`config.mk`:
```
export PLATFORM = sky130hd
export DESIGN_NAME = div_unit_32bit
export DESIGN_NICKNAME = d
export VERILOG_FILES = /design/src/rtl/div_unit_32bit.sv
export SDC_FILE = /design/constraint.sdc
export NUM_CORES = 1
export LEC_CHECK = 0
export BUFFER_PORTS_ARGS = -buffer_cell sky130_fd_sc_hd__buf_2
export CAP_MARGIN = 20
export CORE_ASPECT_RATIO = 0.75
export CORE_MARGIN = 2
export CORE_UTILIZATION = 61
export CTS_CLUSTER_SIZE = 20
export DETAILED_ROUTE_END_ITERATION = 10
export GPL_TIMING_DRIVEN = 0
export PLACE_DENSITY = 0.82
export SKIP_LAST_GASP = 1
export SYNTH_ARGS = -nofsm -noshare
export SYNTH_HDL_FRONTEND = slang
export SYNTH_SLANG_ARGS = --single-unit
```
`constraint.sdc`:
```
create_clock -name clk_i -period 3.9 [get_ports clk_i]
set_input_delay 0.78 -clock clk_i [delete_from_list [all_inputs] [get_ports clk_i]]
set_output_delay 0.78 -clock clk_i [all_outputs]
set_load 0.01 [all_outputs]
```
`src/rtl/div_unit_32bit.sv`:
```
// Iterative radix-2 restoring divider for RV32M DIV/DIVU/REM/REMU.
// Sign-magnitude in, unsigned shift/subtract core, sign fix-up before the result register.
module div_unit_32bit #(
    parameter int unsigned WIDTH = 32
) (
    input  logic             clk_i,
    input  logic             rst_i,
    input  logic             kill_i,
    input  logic             start_i,
    input  logic [1:0]       op_i,
    input  logic [WIDTH-1:0] a_i,
    input  logic [WIDTH-1:0] b_i,
    output logic             ready_o,
    output logic             valid_o,
    input  logic             ready_i,
    output logic [WIDTH-1:0] result_o
);

    localparam int unsigned CW = $clog2(WIDTH);

    typedef enum logic [1:0] {IDLE, CALC, FIX, DONE} state_t;

    state_t           state_q, state_d;
    logic             is_rem_q, is_rem_d;
    logic             qneg_q, qneg_d;
    logic             rneg_q, rneg_d;
    logic [WIDTH-1:0] rem_q, rem_d;
    logic [WIDTH-1:0] quo_q, quo_d;
    logic [WIDTH-1:0] dvs_q, dvs_d;
    logic [WIDTH-1:0] result_q, result_d;
    logic [CW-1:0]    cnt_q, cnt_d;
    logic             ready_q, ready_d;
    logic             valid_q, valid_d;

    logic             is_signed;
    logic [WIDTH-1:0] abs_a, abs_b, min_val, diff;
    logic [WIDTH:0]   rem_sh;
    logic             ge;

    always_comb begin
        state_d  = state_q;
        is_rem_d = is_rem_q;
        qneg_d   = qneg_q;
        rneg_d   = rneg_q;
        rem_d    = rem_q;
        quo_d    = quo_q;
        dvs_d    = dvs_q;
        result_d = result_q;
        cnt_d    = cnt_q;

        is_signed = ~op_i[0];
        min_val   = {1'b1, {(WIDTH-1){1'b0}}};
        abs_a     = (is_signed && a_i[WIDTH-1]) ? -a_i : a_i;
        abs_b     = (is_signed && b_i[WIDTH-1]) ? -b_i : b_i;

        // Shifted partial remainder needs WIDTH+1 bits for unsigned divisors near 2^WIDTH;
        // when it fits, the difference is always below the divisor so WIDTH bits suffice.
        rem_sh = {rem_q, quo_q[WIDTH-1]};
        ge     = rem_sh >= {1'b0, dvs_q};
        diff   = rem_sh[WIDTH-1:0] - dvs_q;

        unique case (state_q)
            IDLE: begin
                if (start_i) begin
                    is_rem_d = op_i[1];
                    qneg_d   = is_signed & (a_i[WIDTH-1] ^ b_i[WIDTH-1]);
                    rneg_d   = is_signed & a_i[WIDTH-1];
                    rem_d    = '0;
                    quo_d    = abs_a;
                    dvs_d    = abs_b;
                    cnt_d    = CW'(WIDTH - 1);
                    state_d  = CALC;
                    if (b_i == '0) begin
                        qneg_d  = 1'b0;
                        rneg_d  = 1'b0;
                        quo_d   = '1;
                        rem_d   = a_i;
                        state_d = FIX;
                    end else if (is_signed && a_i == min_val && b_i == '1) begin
                        qneg_d  = 1'b0;
                        rneg_d  = 1'b0;
                        quo_d   = min_val;
                        rem_d   = '0;
                        state_d = FIX;
                    end
                end
            end
            CALC: begin
                quo_d = {quo_q[WIDTH-2:0], ge};
                rem_d = ge ? diff : rem_sh[WIDTH-1:0];
                if (cnt_q == '0) begin
                    state_d = FIX;
                end else begin
                    cnt_d = cnt_q - CW'(1);
                end
            end
            FIX: begin
                result_d = is_rem_q ? (rneg_q ? -rem_q : rem_q)
                                    : (qneg_q ? -quo_q : quo_q);
                state_d  = DONE;
            end
            DONE: begin
                if (ready_i) begin
                    state_d = IDLE;
                end
            end
            default: state_d = IDLE;
        endcase

        if (kill_i) begin
            state_d  = IDLE;
            result_d = result_q;
        end

        ready_d = (state_d == IDLE);
        valid_d = (state_d == DONE);
    end

    always_ff @(posedge clk_i) begin
        if (rst_i) begin
            state_q  <= IDLE;
            is_rem_q <= 1'b0;
            qneg_q   <= 1'b0;
            rneg_q   <= 1'b0;
            rem_q    <= '0;
            quo_q    <= '0;
            dvs_q    <= '0;
            result_q <= '0;
            cnt_q    <= '0;
            ready_q  <= 1'b1;
            valid_q  <= 1'b0;
        end else begin
            state_q  <= state_d;
            is_rem_q <= is_rem_d;
            qneg_q   <= qneg_d;
            rneg_q   <= rneg_d;
            rem_q    <= rem_d;
            quo_q    <= quo_d;
            dvs_q    <= dvs_d;
            result_q <= result_d;
            cnt_q    <= cnt_d;
            ready_q  <= ready_d;
            valid_q  <= valid_d;
        end
    end

    assign ready_o  = ready_q;
    assign valid_o  = valid_q;
    assign result_o = result_q;

endmodule

```
==> qor.yml, run 1 <==
outcome: "complete, no violations"
rsz0062_at_grt: "false"
worst-slew-pin-transition_ns: 0.992
fin_nets: 1661
grt_pass1_vias: 11000
switching_share_pct: 37.9
cts_sinks: 140
initial_core_util_pct: 62.8
drt-initial-drc-count: 2071
end_kind: "register"
syn-num-nets: 1538
path_max_fanout: 10
first_pass_iters: 6
netlist_area_um2: 10700
startpoint_type: "register"
min_path_type: "register to register"
power.density_nw_per_um2: 411
clock_latency_ns: 0.44
ys.warnings.count: 0
drv_cap: 0
clkPwrFrac_pct: 33.8
switching_power_mw: 1.88
clock-root-buffer: "clkbuf_16"
port_buffers: 103
grt_pass1_wl_um: 60300
hold_viol: 0
tns_ns: 0
track_usage_pct: 42.3
clock.fmax_mhz: 275
yosys_register_bits: 140
share_seq_of_total_power_pct: 33.3
grt_max_degree: 17
vdd_drop_max_mv: 0.291
layout-drive-gt1-share_pct: 12.6
post-route-util_pct: 71.1
pwr-share-comb_pct: 33.0
n_antenna_cell: 0
h-tree-depth: 4
setup_violations: 0
wl_um: 39800
ys_seq_area_share_pct: 26.3
avgViaCountPerCell: 6.66
cts_tree: "built"
wire_per_inst_um: 22.1
core_area_um2: 17000
cts-root-to-sink-buffers: 2
rrSetupSlack_ns: 0.26
synth-edff-count: 0
ys.flop_type: "dfxtp_1"
cts_hold_buf: 0
async_flop_share_pct: 0
syn_to_final_growth_pct: 13.2
period_needed_ns: 3.64
vias: 12000
yosysUniqueCellTypes: 76
die_area_um2: 18600
numCtsBuffers: 17
cp.arrival_ns: 3.97
drt.antenna.violating_nets: 0
power.internal_mw: 3.08
p_leak_nw: 4.83
slew_violations: 0
row_count: 41
critPathKind: "register to register"
cp.required_ns: 4.23
layoutNonFillerInstCount: 1799
die_h_um: 119
postSynthCellCount: 1427
drc: 0
die_w_um: 157
num_io_pins: 105
finalCritPeriodShare_pct: 93.4
syn_area_per_cell_um2: 7.47
antenna_found_initial: 0
dpl.hpwl_um: 31000
placedCellCount: 1767
place_congestion: 1.01
grt-ovfl-total: 0
relSlewSlack_pct: 33.2
finClkSkew_ns: 0.0158
clk_pin_slew_worst_paths_ns: 0.06
cells in the final DEF, fill, tap and decap left out, drive strengths merged, types with 18 or more instances in the layout:
master / Yosys / routed
a211oi: 47 / 47
a21o: 23 / 23
a21oi: 123 / 123
buf: 14 / 118
clkbuf: 82 / 100
dfxtp: 140 / 140
ha: 39 / 39
inv: 61 / 67
nand2: 175 / 175
nand3: 18 / 18
nand4: 27 / 27
nor2: 142 / 142
nor3: 46 / 46
o211ai: 32 / 32
o21ai: 76 / 76
o31ai: 24 / 24
xnor2: 88 / 88
xor2: 58 / 58
registers in the layout, summed over array words and instances, names as in the netlist:
register / flops
qneg_q: 1
state_q: 2
result_o: 32
rem_q: 32
ready_o: 1
is_rem_q: 1
valid_o: 1
rneg_q: 1
cnt_q: 5
dvs_q: 32
quo_q: 32
per-layer routing:
metal  GRT usage [%]  part of all wire (%)
met1            61.1                    42
met2            58.9                    40
met3            12.5                    15
met4            15.9                   3.5
met5               0                     0
synthesized netlist by cell type (9+ instances only):
cell        n  area (µm²)
dfxtp_1   140        2800
o211ai_1   32         240
clkbuf_1   82         308
a21oi_1   121         606
inv_1      61         229
nand3_1    18        90.1
xnor2_1    88         771
nand4_1    27         169
a31oi_1    14        87.6
a21o_1     23         173
or4_1       9        67.6
nand2b_1    9        56.3
xor2_1     58         508
o41ai_1    12         105
o31ai_1    24         180
a221oi_1   11        96.3
nor3_1     39         195
nand2_1   171         642
o221ai_1   15         131
o21ai_0    69         345
mux2_2     10         113
or3_1      15        93.8
ha_1       39         488
nor2_1    138         518
a211oi_1   46         345
power groups by stage:
stage / Clock (mW) / Sequential (mW) / Combinational, mW
finish: 1.67 / 1.65 / 1.64
global route: 1.72 / 1.66 / 1.76
CTS: 1.65 / 1.64 / 1.56
detailed placement: 0 / 1.67 / 1.55
global placement: 0 / 1.67 / 1.53
floorplan: 0 / 1.64 / 1.11
critical path, cell delays in order, from the launching register on:
cell and delay, ns:
dfxtp_1 0.40, ha_1 0.32, clkbuf_1 0.26, nand4_1 0.19
nor3_1 0.35, o21ai_1 0.14, nand3_1 0.23, a211oi_2 0.13
o21bai_1 0.35, buf_2 0.36, buf_2 0.36, o21ai_0 0.16
a211oi_1 0.28
metrics by stage:
stage	total power [mW]	area, µm²	setup WS [ns]	hold WS (ns)
after CTS	4.86	12100	0.195	0.449
after floorplan	2.75	10700	0.882	0.432
final	4.96	12100	0.258	0.448
after global routing	5.13	12100	0.0211	0.468
after global placement	3.19	11500	0.221	0.437
after detailed placement	3.22	11500	0.208	0.440
final timing paths:
kind                        startpoint                         to  depth (start not counted)
max reg2reg     rem_q[10]$_SDFFE_PP0P_     rem_q[17]$_SDFFE_PP0P_                         12
min reg2reg  result_o[13]$_SDFFE_PP0P_  result_o[13]$_SDFFE_PP0P_                          2
max             rem_q[10]$_SDFFE_PP0P_     rem_q[17]$_SDFFE_PP0P_                         12
min          result_o[13]$_SDFFE_PP0P_  result_o[13]$_SDFFE_PP0P_                          2
what timing repair did:
action	4_1_cts	5_1_grt
setup endpoints to repair	0	4
setup buffers	0	0
gates resized for setup	0	3
area by class of cell:
type | count | area, µm²
multi-input combinational | 1129 | 7230
fill | 1480 | 4900
sequential | 140 | 2800
timing repair buffer | 104 | 520
clock buffer | 18 | 429
buffer | 96 | 404
tap | 236 | 295
inverter | 62 | 233
clock inverter | 14 | 159
cells by family after synthesis:
logic type / Yosys count / synth area share, %
AND/OR/NAND/NOR: 497 / 22.5
AO/OA/AOI/OAI: 429 / 26.8
buffers and inverters: 158 / 5.96
XOR/XNOR: 146 / 12.0
flip-flops: 140 / 26.3
adder cells (fa/ha/maj): 40 / 4.76
multiplexers: 17 / 1.71
(Power assumes the default switching activity.)
==> run 2: changes to the inputs <==
- ABC_CLOCK_PERIOD_IN_PS: unset -> 3900
- CORE_UTILIZATION: 61 -> 62
- CTS_BUF_LIST: unset -> sky130_fd_sc_hd__clkbuf_2
- PLACE_DENSITY: 0.82 -> 0.83
==> run 2 against run 1 <==
- final area decreased by 3.1%
- die area is 1.6% lower
- register-to-register slack worse by 0.03 ns
- combinational power barely moved
- highest routed layer unchanged
- clock power shrank 46%
- setup slack worse by 0.029 ns
- global-route usage rose by 0.24 points
- fmax decreased by 0.79%
- via count barely moved
==> qor.yml, run 2 (synthesis gave the netlist of run 1 again) <==
p_total_mw: 4.19
avgViaCountPerCell: 6.74
slowest_delay_ns: 0.44
layout-drive-gt1-share_pct: 12.7
reg2reg_to: "rem_q[30]$_SDFFE_PP0P_"
path_max_fanout: 4
startpoint_type: "register"
worstHoldPathCells: 2
drt.antenna.violating_nets: 0
tns_ns: 0
dpl.hpwl_um: 30800
slew_violations: 0
row_count: 41
drc: 0
power.density_nw_per_um2: 358
core_area_um2: 16800
port_buffers: 103
slowest_stage: "dfxtp_1"
design_area_um2: 11700
holdCritStartpoint: "kill_i"
grt_max_degree: 17
worst-slew-pin-transition_ns: 0.942
track_usage_pct: 42.6
clk_pin_slew_worst_paths_ns: 0.23
min_path_type: "input pin to register"
final_cell_mix: "nand2_1 (171), dfxtp_1 (140), nor2_1 (138)"
drv_cap: 0
cp.required_ns: 4.60
die_area_um2: 18300
rrSetupSlack_ns: 0.23
setup_violations: 0
finClkSkew_ns: 0.0331
rsz0062_at_grt: "false"
antenna_found_initial: 1
numCtsBuffers: 17
clock-root-buffer: "clkbuf_2"
postCtsResizedCells: 0
grt_pass1_wl_um: 59900
die_h_um: 118
num_io_pins: 105
wl_um: 39300
hold_end: "valid_o$_SDFF_PP0_"
grt-ovfl-total: 0
h-tree-depth: 4
cp.arrival_ns: 4.37
grt_pass1_vias: 10800
fin_hold_ws_ns: 0.194
layoutNonFillerInstCount: 1779
hold_viol: 0
cts_tree: "built"
vias: 12000
wire_per_inst_um: 22.1
place_congestion: 1.04
vdd_drop_max_mv: 0.236
placed_area_um2: 11500
r2r_cells: 12
drt-initial-drc-count: 1946
clock_latency_ns: 0.78
finalCritPeriodShare_pct: 94.1
cts-root-to-sink-buffers: 2
p_leak_nw: 4.69
cts_sinks: 140
cts_setup_buffers: 0
layout_commonest_cell: "nand2_1"
rr_startpoint: "quo_q[31]$_SDFFE_PP0P_"
relSlewSlack_pct: 37.2
period_needed_ns: 3.67
syn_to_final_growth_pct: 9.70
die_w_um: 155
fin_nets: 1661
first_pass_iters: 8
initial_core_util_pct: 63.4
crit_chain: "inv_1 > ha_1 > inv_1 > fa_1 > a21o_1 > a221oi_1 > o21bai_1 > a21oi_1 > o21bai_1 > a211oi_1 > mux2_2 > a2111oi_2"
end_kind: "register"
placedCellCount: 1746
outcome: "complete, no violations"
critPathKind: "register to register"
clock.fmax_mhz: 272
cts_hold_buf: 0
==> run 2: cell types whose count changed in the layout (fill, tap and decap cells not counted) <==
| cell | before | now |
|---|---|---|
| clkbuf_16 | 17 | 0 |
| diode_2 | 0 | 1 |
| clkbuf_2 | 1 | 20 |
| inv_6 | 6 | 3 |
| o21bai_2 | 0 | 1 |
| a221oi_1 | 10 | 11 |
| a221oi_2 | 4 | 3 |
| clkinv_2 | 0 | 2 |
| clkbuf_1 | 82 | 81 |
| o21bai_1 | 7 | 6 |
==> run 2: cell type report <==
class	instances	area, µm²
diodes	1	2.50
flip-flops and latches	140	2800
well taps	215	269
multi-input cells	1129	7230
plain buffers	96	404
fillers	1503	5130
repair buffers	104	520
clock inverters	13	143
clock buffers	19	95.1
inverters	62	233
==> run 2: critical path: cells and delay by family, from the launching register on <==
kind,cells,cell delay (ns)
mux,1,0.38
compound gates,7,2.09
fa+ha+maj,2,0.57
buf+inv,2,0.14
flops,1,0.44
==> run 2: worst max-delay path by stage <==
stage / startpoint / end / slack, ns
2_1_floorplan: quo_q[31]$_SDFFE_PP0P_ / rem_q[30]$_SDFFE_PP0P_ / 0.88
3_3_place_gp: a_i[27] / quo_q[5]$_SDFFE_PP0P_ / 0.25
3_5_place_dp: b_i[8] / rem_q[7]$_SDFFE_PP0P_ / 0.23
4_1_cts: rem_q[8]$_SDFFE_PP0P_ / rem_q[21]$_SDFFE_PP0P_ / 0.25
5_1_grt: quo_q[31]$_SDFFE_PP0P_ / rem_q[30]$_SDFFE_PP0P_ / 0.06
6_report: quo_q[31]$_SDFFE_PP0P_ / rem_q[30]$_SDFFE_PP0P_ / 0.23
==> run 2: where the power goes <==
part | switching (mW) | internal, mW | leakage [nW] | total, mW
Clock | 0.603 | 0.302 | 0.133 | 0.905
Sequential | 0.117 | 1.53 | 1.15 | 1.65
Combinational | 1.03 | 0.599 | 3.41 | 1.63
==> run 2: routing by layer <==
layer  vias up  share of wire, %  track usage, %
met5         -                 0               0
met4         0               3.9            16.1
met3       146                15            16.3
met2       853                39            57.4
met1      5572                42            60.8
li1       5416                 -               -
==> run 2: stage by stage <==
stage | utilization (%) | setup slack (ns)
2_1_floorplan | - | 0.882
4_1_cts | 69.5 | 0.253
5_1_grt | 69.5 | 0.0638
6_report | 69.5 | 0.229
3_5_place_dp | 68.1 | 0.232
3_3_place_gp | 68.0 | 0.253
==> run 3: changes to the inputs <==
- REMOVE_ABC_BUFFERS: unset -> 1
==> run 3 against run 2 <==
- clock skew increased by 0.0046 ns
- via count decreased by 7.9%
- register-to-register slack got worse by 0.06 ns
- cell count shrank 4.8%
- first-iteration DRC count down 31%
- critical path type unchanged
==> qor.yml, run 3 (synthesis gave the netlist of run 1 again) <==
cts_tree: "built"
layout-drive-gt1-share_pct: 13.8
drc: 0
hold_end: "valid_o$_SDFF_PP0_"
drt-initial-drc-count: 1351
worstHoldPathCells: 2
p_leak_nw: 4.66
avgViaCountPerCell: 6.52
r2r_cells: 12
vdd_drop_max_mv: 0.239
grt-ovfl-total: 0
grt_max_degree: 71
die_h_um: 118
tns_ns: 0
period_needed_ns: 3.73
worstSetupStartpoint: "quo_q[31]$_SDFFE_PP0P_"
vias: 11000
initial_core_util_pct: 63.4
syn_to_final_growth_pct: 8.65
end_kind: "register"
antenna_found_initial: 1
placed_area_um2: 11300
rrSetupSlack_ns: 0.17
finalCritPeriodShare_pct: 95.7
rr_startpoint: "quo_q[31]$_SDFFE_PP0P_"
place_congestion: 0.983
clock_latency_ns: 0.78
postCtsResizedCells: 1
first_pass_iters: 7
min_path_type: "input pin to register"
fin_hold_ws_ns: 0.193
finClkSkew_ns: 0.0377
final.setup.worst_slack_ns: 0.166
num_io_pins: 105
numCtsBuffers: 17
final_cell_mix: "nand2_1 (170), dfxtp_1 (138), nor2_1 (136)"
die_w_um: 155
cts_setup_buffers: 0
relSlewSlack_pct: 26.1
grt_pass1_wl_um: 50400
p_total_mw: 4.14
cp.arrival_ns: 4.44
startpoint_type: "register"
hold_viol: 0
dpl.hpwl_um: 23200
layout_commonest_cell: "nand2_1"
holdCritStartpoint: "kill_i"
h-tree-depth: 4
fin_nets: 1577
post-route-util_pct: 68.9
setup_violations: 0
core_area_um2: 16800
dpl_worst_slack_ns: -0.315
placedCellCount: 1660
clock.fmax_mhz: 268
drv_cap: 0
cts_sinks: 140
power.density_nw_per_um2: 357
path_max_fanout: 4
clock-root-buffer: "clkbuf_2"
port_buffers: 104
rsz0062_at_grt: "false"
design_area_um2: 11600
clk_pin_slew_worst_paths_ns: 0.25
outcome: "complete, no violations"
reg2reg_to: "rem_q[30]$_SDFFE_PP0P_"
layoutNonFillerInstCount: 1694
die_area_um2: 18300
cts_hold_buf: 0
critPathKind: "register to register"
drt.antenna.violating_nets: 0
wl_um: 31300
worst-slew-pin-transition_ns: 1.11
row_count: 41
cp.required_ns: 4.61
wire_per_inst_um: 18.5
slew_violations: 0
n_antenna_cell: 0
track_usage_pct: 33.8
cts-root-to-sink-buffers: 2
grt_pass1_vias: 10000
==> run 3: cell types whose count changed in the layout (fill, tap and decap cells not counted), moves of 3 or more <==
cell / previous run / this run
buf_16: 0 / 3
nor2_4: 0 / 3
buf_12: 0 / 5
clkbuf_1: 81 / 0
buf_2: 111 / 103
==> run 3: power breakdown <==
part | internal, mW | switching (mW)
clock network | 0.362 | 0.606
logic | 0.613 | 0.903
registers | 1.53 | 0.126
total | 2.51 | 1.63
==> run 3: per-layer routing <==
metal / track usage [%] / wire length [µm] / up-vias
met5: 0 / 11 / -
met4: 12.8 / 894 / 2
li1: - / - / 5228
met3: 6.22 / 3210 / 79
met2: 50.4 / 13500 / 587
met1: 48.5 / 13700 / 5145
==> run 3: critical path, stage by stage (launching register included) <==
cell and delay (ns):
dfxtp_1 0.42, inv_1 0.08, ha_1 0.15, inv_1 0.05, fa_1 0.40, a21o_1 0.20, a221oi_1 0.49, o21bai_1 0.30
a21oi_1 0.36, o21bai_1 0.19, a211oi_1 0.36, mux2_2 0.39, a2111oi_2 0.28
==> run 3: area by class of cell <==
class	instances	area (µm²)
Multi-Input combinational cell	1129	7280
Fill cell	1482	5240
Sequential cell	140	2810
Timing Repair Buffer	116	743
Tap cell	215	269
Inverter	62	233
Clock inverter	14	170
Clock buffer	18	90.1
==> run 3: worst max-delay path by stage <==
stage               cells past startpoint                     end  slack [ns]
floorplan                               4   dvs_q[1]$_SDFFE_PP0P_       -0.86
global placement                        5  dvs_q[31]$_SDFFE_PP0P_       -3.80
detailed placement                     10  rem_q[16]$_SDFFE_PP0P_       -0.32
CTS                                    12  rem_q[30]$_SDFFE_PP0P_        0.30
global route                           12  rem_q[30]$_SDFFE_PP0P_      0.0006
finish                                 12  rem_q[30]$_SDFFE_PP0P_        0.17
